`config.mk`:
```
export PLATFORM = sky130hd
export DESIGN_NAME = aes_round_ctrl_flat
export DESIGN_NICKNAME = d
export VERILOG_FILES = /design/src/rtl/aes_pkg.sv /design/src/rtl/aes_round_ctrl_if.sv /design/src/rtl/aes_round_counter.sv /design/src/rtl/aes_round_ctrl.sv /design/src/flat_wrapper.sv
export SDC_FILE = /design/constraint.sdc
export NUM_CORES = 1
export LEC_CHECK = 0
export ABC_AREA = 1
export BUFFER_PORTS_ARGS = -buffer_cell sky130_fd_sc_hd__buf_2
export CAP_MARGIN = 40
export CORE_AREA = 2 2 253 255
export DETAILED_ROUTE_END_ITERATION = 8
export DIE_AREA = 0 0 255 257
export SYNTH_ARGS = -nofsm -noshare
export SYNTH_HDL_FRONTEND = slang
export SYNTH_SLANG_ARGS = --single-unit
```
`constraint.sdc`:
```
create_clock -name clk -period 1.8 [get_ports clk]
set_clock_uncertainty 0.1 [all_clocks]
set_input_delay 0.09 -clock clk [delete_from_list [all_inputs] [get_ports clk]]
set_output_delay 0.09 -clock clk [all_outputs]
set_load 0.1 [all_outputs]
```
`src/rtl/aes_pkg.sv`:
```
// aes_pkg: shared types and constants for the AES-128 round controller.
package aes_pkg;
    localparam int         AES_NUM_ROUNDS      = 10;
    localparam logic [3:0] AES_FINAL_ROUND_IDX = 4'd9;
    typedef logic [127:0] aes_block_t;
    typedef enum logic [1:0] {IDLE, ROUND, DONE} aes_state_e;
endpackage

```
`src/rtl/aes_round_ctrl_if.sv`:
```
// aes_round_ctrl_if: block handshake, key request and round datapath signals.
// AES_CTRL_KEY_WAIT_EN adds i_key_valid.
interface aes_round_ctrl_if;
    import aes_pkg::*;
    logic       i_valid;
    logic       o_ready;
    aes_block_t i_data;
    aes_block_t i_key;
    logic [3:0] o_key_idx;
    aes_block_t o_dp_data;
    aes_block_t i_dp_data;
    logic [4:0] o_mc_state;
    logic       o_valid;
    logic       i_ready;
    aes_block_t o_data;
    logic       o_busy;
`ifdef AES_CTRL_KEY_WAIT_EN
    logic       i_key_valid;
`endif
    modport slave (
`ifdef AES_CTRL_KEY_WAIT_EN
        input  i_key_valid,
`endif
        input  i_valid, i_data, i_key, i_dp_data, i_ready,
        output o_ready, o_key_idx, o_dp_data, o_mc_state, o_valid, o_data, o_busy
    );
    modport master (
`ifdef AES_CTRL_KEY_WAIT_EN
        output i_key_valid,
`endif
        output i_valid, i_data, i_key, i_dp_data, i_ready,
        input  o_ready, o_key_idx, o_dp_data, o_mc_state, o_valid, o_data, o_busy
    );
endinterface

```
`src/rtl/aes_round_counter.sv`:
```
// aes_round_counter: round index 0..LAST with synchronous clear; saturates at LAST.
module aes_round_counter import aes_pkg::*; #(
    parameter logic [3:0] LAST = AES_FINAL_ROUND_IDX
) (
    input  logic       clk,
    input  logic       rst,
    input  logic       clr_i,
    input  logic       en_i,
    output logic [3:0] cnt_o,
    output logic       last_o
);
    logic [3:0] cnt_q, cnt_d;
    assign last_o = cnt_q == LAST;
    assign cnt_o  = cnt_q;
    always_comb cnt_d = clr_i ? 4'd0 : (en_i && !last_o) ? cnt_q + 4'd1 : cnt_q;
    always_ff @(posedge clk) cnt_q <= rst ? 4'd0 : cnt_d;
endmodule

```
`src/rtl/aes_round_ctrl.sv`:
```
// aes_round_ctrl: AES-128 sequencer (IDLE -> 10 x ROUND -> DONE) around an external round datapath.
// Define AES_CTRL_KEY_WAIT_EN to stall loading and rounds until i_key_valid.
module aes_round_ctrl import aes_pkg::*; #(
    parameter int NUM_ROUNDS = AES_NUM_ROUNDS
) (
    input logic             clk,
    input logic             rst,
    aes_round_ctrl_if.slave bus
);
    aes_state_e state_q, state_d;
    aes_block_t blk_q, blk_d;
    logic [3:0] round;
    logic       clr, en, last, key_ok, in_round;
`ifdef AES_CTRL_KEY_WAIT_EN
    assign key_ok = bus.i_key_valid;
`else
    assign key_ok = 1'b1;
`endif
    aes_round_counter #(.LAST(4'(NUM_ROUNDS - 1))) u_cnt (
        .clk, .rst, .clr_i(clr), .en_i(en), .cnt_o(round), .last_o(last)
    );
    always_comb begin
        state_d = state_q;
        blk_d   = blk_q;
        clr     = 1'b0;
        en      = 1'b0;
        unique case (state_q)
            IDLE: if (bus.i_valid && key_ok) begin
                blk_d   = bus.i_data ^ bus.i_key;
                clr     = 1'b1;
                state_d = ROUND;
            end
            ROUND: if (key_ok) begin
                blk_d   = bus.i_dp_data;
                en      = 1'b1;
                state_d = last ? DONE : ROUND;
            end
            DONE:    state_d = bus.i_ready ? IDLE : DONE;
            default: state_d = IDLE;
        endcase
    end
    always_ff @(posedge clk) begin
        if (rst) begin
            state_q <= IDLE;
            blk_q   <= '0;
        end else begin
            state_q <= state_d;
            blk_q   <= blk_d;
        end
    end
    // Outputs are masked to zero outside the state that owns them.
    assign in_round       = state_q == ROUND;
    assign bus.o_ready    = state_q == IDLE;
    assign bus.o_valid    = state_q == DONE;
    assign bus.o_busy     = !bus.o_ready;
    assign bus.o_data     = bus.o_valid ? blk_q : '0;
    assign bus.o_dp_data  = in_round ? blk_q : '0;
    assign bus.o_key_idx  = in_round ? round + 4'd1 : 4'd0;
    assign bus.o_mc_state = in_round ? {1'b0, round} : 5'd0;
endmodule
```
`src/flat_wrapper.sv`:
```
// flat-port wrapper written by rule: the top's interface ports become plain ports
module aes_round_ctrl_flat import aes_pkg::*;
#(
    parameter int NUM_ROUNDS = AES_NUM_ROUNDS
)
  (clk, rst, bus_i_valid, bus_i_data, bus_i_key, bus_i_dp_data, bus_i_ready, bus_o_ready, bus_o_key_idx, bus_o_dp_data, bus_o_mc_state, bus_o_valid, bus_o_data, bus_o_busy);
  aes_round_ctrl_if bus_i ();
  input logic clk;
  input logic rst;
  input wire logic [$bits(bus_i.i_valid)-1:0] bus_i_valid;
  input wire logic [$bits(bus_i.i_data)-1:0] bus_i_data;
  input wire logic [$bits(bus_i.i_key)-1:0] bus_i_key;
  input wire logic [$bits(bus_i.i_dp_data)-1:0] bus_i_dp_data;
  input wire logic [$bits(bus_i.i_ready)-1:0] bus_i_ready;
  output wire logic [$bits(bus_i.o_ready)-1:0] bus_o_ready;
  output wire logic [$bits(bus_i.o_key_idx)-1:0] bus_o_key_idx;
  output wire logic [$bits(bus_i.o_dp_data)-1:0] bus_o_dp_data;
  output wire logic [$bits(bus_i.o_mc_state)-1:0] bus_o_mc_state;
  output wire logic [$bits(bus_i.o_valid)-1:0] bus_o_valid;
  output wire logic [$bits(bus_i.o_data)-1:0] bus_o_data;
  output wire logic [$bits(bus_i.o_busy)-1:0] bus_o_busy;
  assign bus_i.i_valid = bus_i_valid;
  assign bus_i.i_data = bus_i_data;
  assign bus_i.i_key = bus_i_key;
  assign bus_i.i_dp_data = bus_i_dp_data;
  assign bus_i.i_ready = bus_i_ready;
  assign bus_o_ready = bus_i.o_ready;
  assign bus_o_key_idx = bus_i.o_key_idx;
  assign bus_o_dp_data = bus_i.o_dp_data;
  assign bus_o_mc_state = bus_i.o_mc_state;
  assign bus_o_valid = bus_i.o_valid;
  assign bus_o_data = bus_i.o_data;
  assign bus_o_busy = bus_i.o_busy;
  aes_round_ctrl #(.NUM_ROUNDS(NUM_ROUNDS)) u_core (.clk(clk), .rst(rst), .bus(bus_i));
endmodule
```
Word level (Yosys, flattened, before mapping) --
Index checks and enable logic that the tools add are counted.
Word-level totals: flip-flop bits (word level) 134, latch bits 0, memory bits (writable) 0, bits in read-only memories 0, output and inout bits 268, memories kept 0
Operators by class: $add $sub $neg 1, multiply operators 0, divide/modulo/power cells 0, magnitude comparators 0, equality and inequality tests 4, shift-type cells 0, multiplexer cells 13, bitwise operators 1, reduce and logical (&&, ||, !) cells 7
Operators with widths (number):
- 2-to-1 mux 128 bit | 3
- one-hot mux 128 bit (2 select lines) | 1
- XOR 128 bit | 1
- 2-to-1 mux 4 bit | 2
- 2-to-1 mux 2 bit | 3
- one-hot mux 2 bit (3 select lines) | 1
- adder 4 x 1 -> 4 bit, second input constant | 1
- equality test 4 bit, second input constant | 1
- 2-to-1 mux 1 bit | 3
- equality test 2 x 1 -> 1 bit, second input constant | 1
- equality test 2 bit, second input constant | 1
- logical NOT 1 bit | 2
- logical NOT 2 bit | 1
- inequality test 2 bit, second input constant | 1
- AND reduction 2 bit | 1
- nonzero test 2 bit | 1
- OR reduction 2 bit | 1
- logical AND 1 bit | 1

Depth between registers and ports, before layout --
depth in word-level cells 3, mapped depth 7

By module --
From an unflattened synthesis, not the netlist that was laid out.
Second synthesis, totals: cells, all modules 2359, area, all modules 11502.3 sq um
Modules (own cells, without submodules):
- aes_round_ctrl | times used 1, cells an instance 2328, area each 11285.8 sq um
- aes_round_counter | times used 1, cells an instance 31, area each 216.5 sq um

Worst setup path after synthesis --
No wires, ideal clock.
path kind reg2out, start register u_core.state_q[1], end output port bus_o_data[115], arrival time 3563 ps, data required time 1610 ps, path slack -1953 ps, stages on the path, launching flop included 7, path buffers 2, cell sequence dfxtp_1 inv_1 nor2_1 inv_1 buf_2 buf_1 nor2_1
Between the ends: longest elaborated chain between the ends 2
RTL lines:
- from (decl) | line aes_round_ctrl.sv:10 | aes_state_e state_q, state_d;
- from (signal assigned) | line aes_round_ctrl.sv:47 | state_q <= state_d;
- equality test 2 bit | line aes_round_ctrl.sv:54 | assign bus.o_valid = state_q == DONE;
- via bus_o_valid | line flat_wrapper.sv:19 | output wire logic [$bits(bus_i.o_valid)-1:0] bus_o_valid;
- 2-to-1 mux 128 bit | line aes_round_ctrl.sv:56 | assign bus.o_data = bus.o_valid ? blk_q : '0;
- to (decl) | line flat_wrapper.sv:20 | output wire logic [$bits(bus_i.o_data)-1:0] bus_o_data;
The timed path passes the listed nets, and every way through them passes these cells.

Final worst setup path --
start register u_core.state_q[0], end output port bus_o_data[7]
Between the ends: longest elaborated chain between the ends 2
RTL lines (line):
- equality test 2 bit | aes_round_ctrl.sv:54
- 2-to-1 mux 128 bit | aes_round_ctrl.sv:56
Every way passes these cells.

==> impl_results.md <==
* Run status: finished, violations left
* Violations in the final reports: setup timing
* Nets@finish at roughly 3300
* Highest Clock Rate at around 480 MHz
* Global placer's final weighted congestion at roughly 0.87
* Largest family of logic cells by synthesized area: simple AND/OR/NAND/NOR gates
* Mux share of post-synthesis cell area at 0%
* Post-route worst hold slack at between 100 and 150 ps
* Placed wire-length estimate after detailed placement at a little under 40000 um
* Netlist Area Pre-Place at roughly 9000 um2
* Overall global routing resource usage at between 10% and 20%
* Worst-case vdd ir drop at just over 0.0007 V
* Post-route DRC at 0
* Crit Path Category: reg2out
* Internal portion of total power at between 8 and 9 mW
* Layout cells sized above 1 at 36.3%
* P_sw at roughly 5.3 mW
* Count of filler cells inserted in the layout at between 5000 and 6000
* Count of TritonRoute iterations in the first routing pass at 6
* # IOs at 656
* Synthesis-stage register bit count at between 100 and 150
* Data required time at the worst endpoint at ~1600 ps
* Area of the die at between 60000 and 70000 um2
* Avg WL per Cell at 16.7 um
* Number of endpoints with negative hold slack in the final report at 0
* Unrepaired setup endpoints after global routing: yes
* Maximum clock path buffer count at 2
* Fraction of power spent switching nets at just under 40%
* Critical path launch point type: register
* Mean instance size in the synthesized netlist at between 5 and 6 um2
* Wire length of the first global-routing pass at about 90000 um
* Overall die width at between 200 and 300 um
* Deepest level of the CTS H-tree at 4
* Proportion of synthesized chip area in sequential cells at between 20% and 30%
* Core region area at around 63000 um2
* Relative slew margins at around 66%
* Sequential cell fraction of total power at ~25%
* Final Cycle Share at 115%
* Mapped Cells at between 1500 and 2000
* Maximum fanout along the worst path at 30
* Number of antenna violations at the first check in global routing at 5
* Sequential Area at 2690 um2
* Arrival time at the worst endpoint at 1880 ps
* Slew Viols, Final at 0
* Number of standard-cell rows in the floorplan at about 90
* Overall Power at between 10 and 15 mW
* Violation count after the first detailed-route iteration at ~1000
* Compound-Gate Fraction of Synth Area at approximately 15%
* Total global routing overflow at 0
* Number of global-route vias before repair at 16900
* Via-to-Cell Ratio at between 4 and 5
* DR vias at 16100
* Clk sink count at roughly 130
* Crit path capture type: output pin
* Clock latency on the worst-skew pair at 460 ps
* Pin count of the biggest net entering global routing at a little under 70
* Crit path setup slack, layout at -266 ps
* Clk pin slew, worst setup/hold paths at roughly 60 ps
* Leakage Power at between 10 and 15 nW
* Y dimension of the die at 257 um
* Routed WL at around 63000 um
* Multi-input combinational cell area at approximately 7300 um2
* Post-synthesis share of cell area spent on full adders, half adders and majority gates at less than 1%
* XOR/XNOR Fraction of Synth Area at 0%
* Power density of the placed cells at between 500 and 600 nW/um2
* Worst Tran Pin Value at roughly 510 ps
* Part of the total power dissipated in combinational logic at a little under half
* TritonCTS clock tree: yes
* Count of yosys warnings during synthesis at 0
* Inserted Clock Buffers at 17
* Post-layout util at roughly two fifths
* Number of nets produced by synthesis at about 2100
* CTS Root Cell: sky130_fd_sc_hd__clkbuf_16
* Fin crit period at around 2100 ps
* Initial Util at roughly 14%
* Count of unique library cells instantiated by Yosys at 15
* Post-synthesis share of cell area spent on and, or, nand and nor gates at between 40 and 50%
* Layout Area Growth over Synthesis at 189%
* Maxcap violations at 0
* Min-Delay Path Class: in2reg
* Pre-CTS setup slack at roughly 90 ps
* Detail Route Antenna Nets at 0
* Part of the power in the clock network at between 20% and 30%
* Total of buffers placed on input and output ports at between 600 and 700
* Setup-violating endpoint count in the final report at about 250
[critical path, cell delays in order, from the launching register on]
cell	delay [ps]
sky130_fd_sc_hd__dfxtp_4	380
sky130_fd_sc_hd__nor2_4	180
sky130_fd_sc_hd__inv_8	80
sky130_fd_sc_hd__buf_12	170
sky130_fd_sc_hd__buf_12	220
sky130_fd_sc_hd__nor2_4	120
sky130_fd_sc_hd__buf_12	180
[power groups by stage]
stage               clock network, mW  registers (mW)  logic (mW)
floorplan                           0            3.40        3.09
global placement                    0            3.41        5.01
detailed placement                  0            3.42        5.04
CTS                              4.12            3.35        6.06
global route                     4.18            3.38        6.63
finish                           3.92            3.36        6.25
[metal layers]
metal | track usage, % | share of wire, % | up-vias
li1 | - | - | 7575
met1 | 18.4 | 36 | 7358
met2 | 31.9 | 49 | 919
met3 | 5.38 | 8.6 | 239
met4 | 13.6 | 7.1 | 2
met5 | 0 | 0.021 | -
[cell families after synthesis]
family | Yosys count
compound gates | 262
fa+ha+maj | 2
buf+inv | 240
flops | 134
other cells | 1
simple gates | 1060
[layout make-up]
| type | instances | area share (%) |
|---|---|---|
| repair buffers | 1271 | 53.2 |
| multi-input cells | 1325 | 27.9 |
| flip-flops and latches | 134 | 10.3 |
| well taps | 846 | 4.07 |
| inverters | 140 | 2.07 |
| clock buffers | 20 | 1.75 |
| clock inverters | 12 | 0.678 |
| diodes | 3 | 0.0288 |
[final timing paths]
| path | slack [ps] | end | cells past startpoint | from |
|---|---|---|---|---|
| worst max register to register | 120 | u_core.blk_q[6]$_SDFFE_PP0P_ | 6 | u_core.state_q[1]$_SDFFE_PP0P_ |
| worst min-delay path | 120 | u_core.blk_q[99]$_SDFFE_PP0P_ | 5 | bus_i_key[99] |
| worst max-delay path | -270 | bus_o_data[7] | 6 | u_core.state_q[0]$_SDFFE_PP0P_ |
| worst min register to register | 420 | u_core.u_cnt.cnt_o[2]$_SDFFE_PP0P_ | 2 | u_core.u_cnt.cnt_o[2]$_SDFFE_PP0P_ |
[per-stage QoR]
step | std cells | setup TNS, ps | instance area, um2
detailed placement | 3181 | 0 | 19300
finish | 3751 | -32840 | 26000
global placement | 3181 | 0 | 19300
CTS | 3741 | -51120 | 25900
global route | 3751 | -57590 | 26000
floorplan | 1699 | -186630 | 10700
[Yosys cell counts]
library cell | instances | area [um2]
sky130_fd_sc_hd__nor2_1 | 527 | 1980
sky130_fd_sc_hd__nand2_1 | 525 | 1970
sky130_fd_sc_hd__inv_1 | 140 | 526
sky130_fd_sc_hd__dfxtp_1 | 134 | 2680
sky130_fd_sc_hd__a21oi_1 | 133 | 666
sky130_fd_sc_hd__o21ai_0 | 129 | 646
sky130_fd_sc_hd__buf_2 | 61 | 305
sky130_fd_sc_hd__clkbuf_1 | 32 | 120
sky130_fd_sc_hd__buf_1 | 6 | 22.5
sky130_fd_sc_hd__nand3_1 | 6 | 30.0
sky130_fd_sc_hd__ha_1 | 2 | 25.0
sky130_fd_sc_hd__buf_4 | 1 | 7.51
sky130_fd_sc_hd__conb_1 | 1 | 3.75
sky130_fd_sc_hd__nand4_1 | 1 | 6.26
sky130_fd_sc_hd__nor2_2 | 1 | 6.26
[state kept, by name, indices dropped and copies added, names as in the netlist]
register and cells:
u_core.blk_q 128, u_core.u_cnt.cnt_o 4, u_core.state_q 2
[cell usage in the layout (no fill, tap or decap), types with 3 or more instances in the layout]
cell type                       count
sky130_fd_sc_hd__diode_2            3
sky130_fd_sc_hd__buf_2            387
sky130_fd_sc_hd__bufbuf_16          3
sky130_fd_sc_hd__bufinv_16          4
sky130_fd_sc_hd__a21oi_1          132
sky130_fd_sc_hd__dfxtp_1          132
sky130_fd_sc_hd__inv_1            137
sky130_fd_sc_hd__buf_6             12
sky130_fd_sc_hd__clkbuf_16         20
sky130_fd_sc_hd__clkinv_4           3
sky130_fd_sc_hd__buf_4             52
sky130_fd_sc_hd__nand3_1            6
sky130_fd_sc_hd__buf_12           290
sky130_fd_sc_hd__buf_16             8
sky130_fd_sc_hd__clkinv_2           3
sky130_fd_sc_hd__nor2_4           251
sky130_fd_sc_hd__nand2_1          523
sky130_fd_sc_hd__dlygate4sd3_1    513
sky130_fd_sc_hd__o21ai_0          128
sky130_fd_sc_hd__nor2_1           275
sky130_fd_sc_hd__buf_8              3
[what timing repair did]
item                                    in CTS  in global routing
endpoints found under the hold margin      130                  0
buffers inserted                             8                  4
endpoints found under the setup margin     264                267
gates resized for setup                    129                 19
hold buffers                               513                  0
pin swaps                                    9                 10
cloned                                       7                  4
Note: power is estimated with default switching activity, not from simulation.
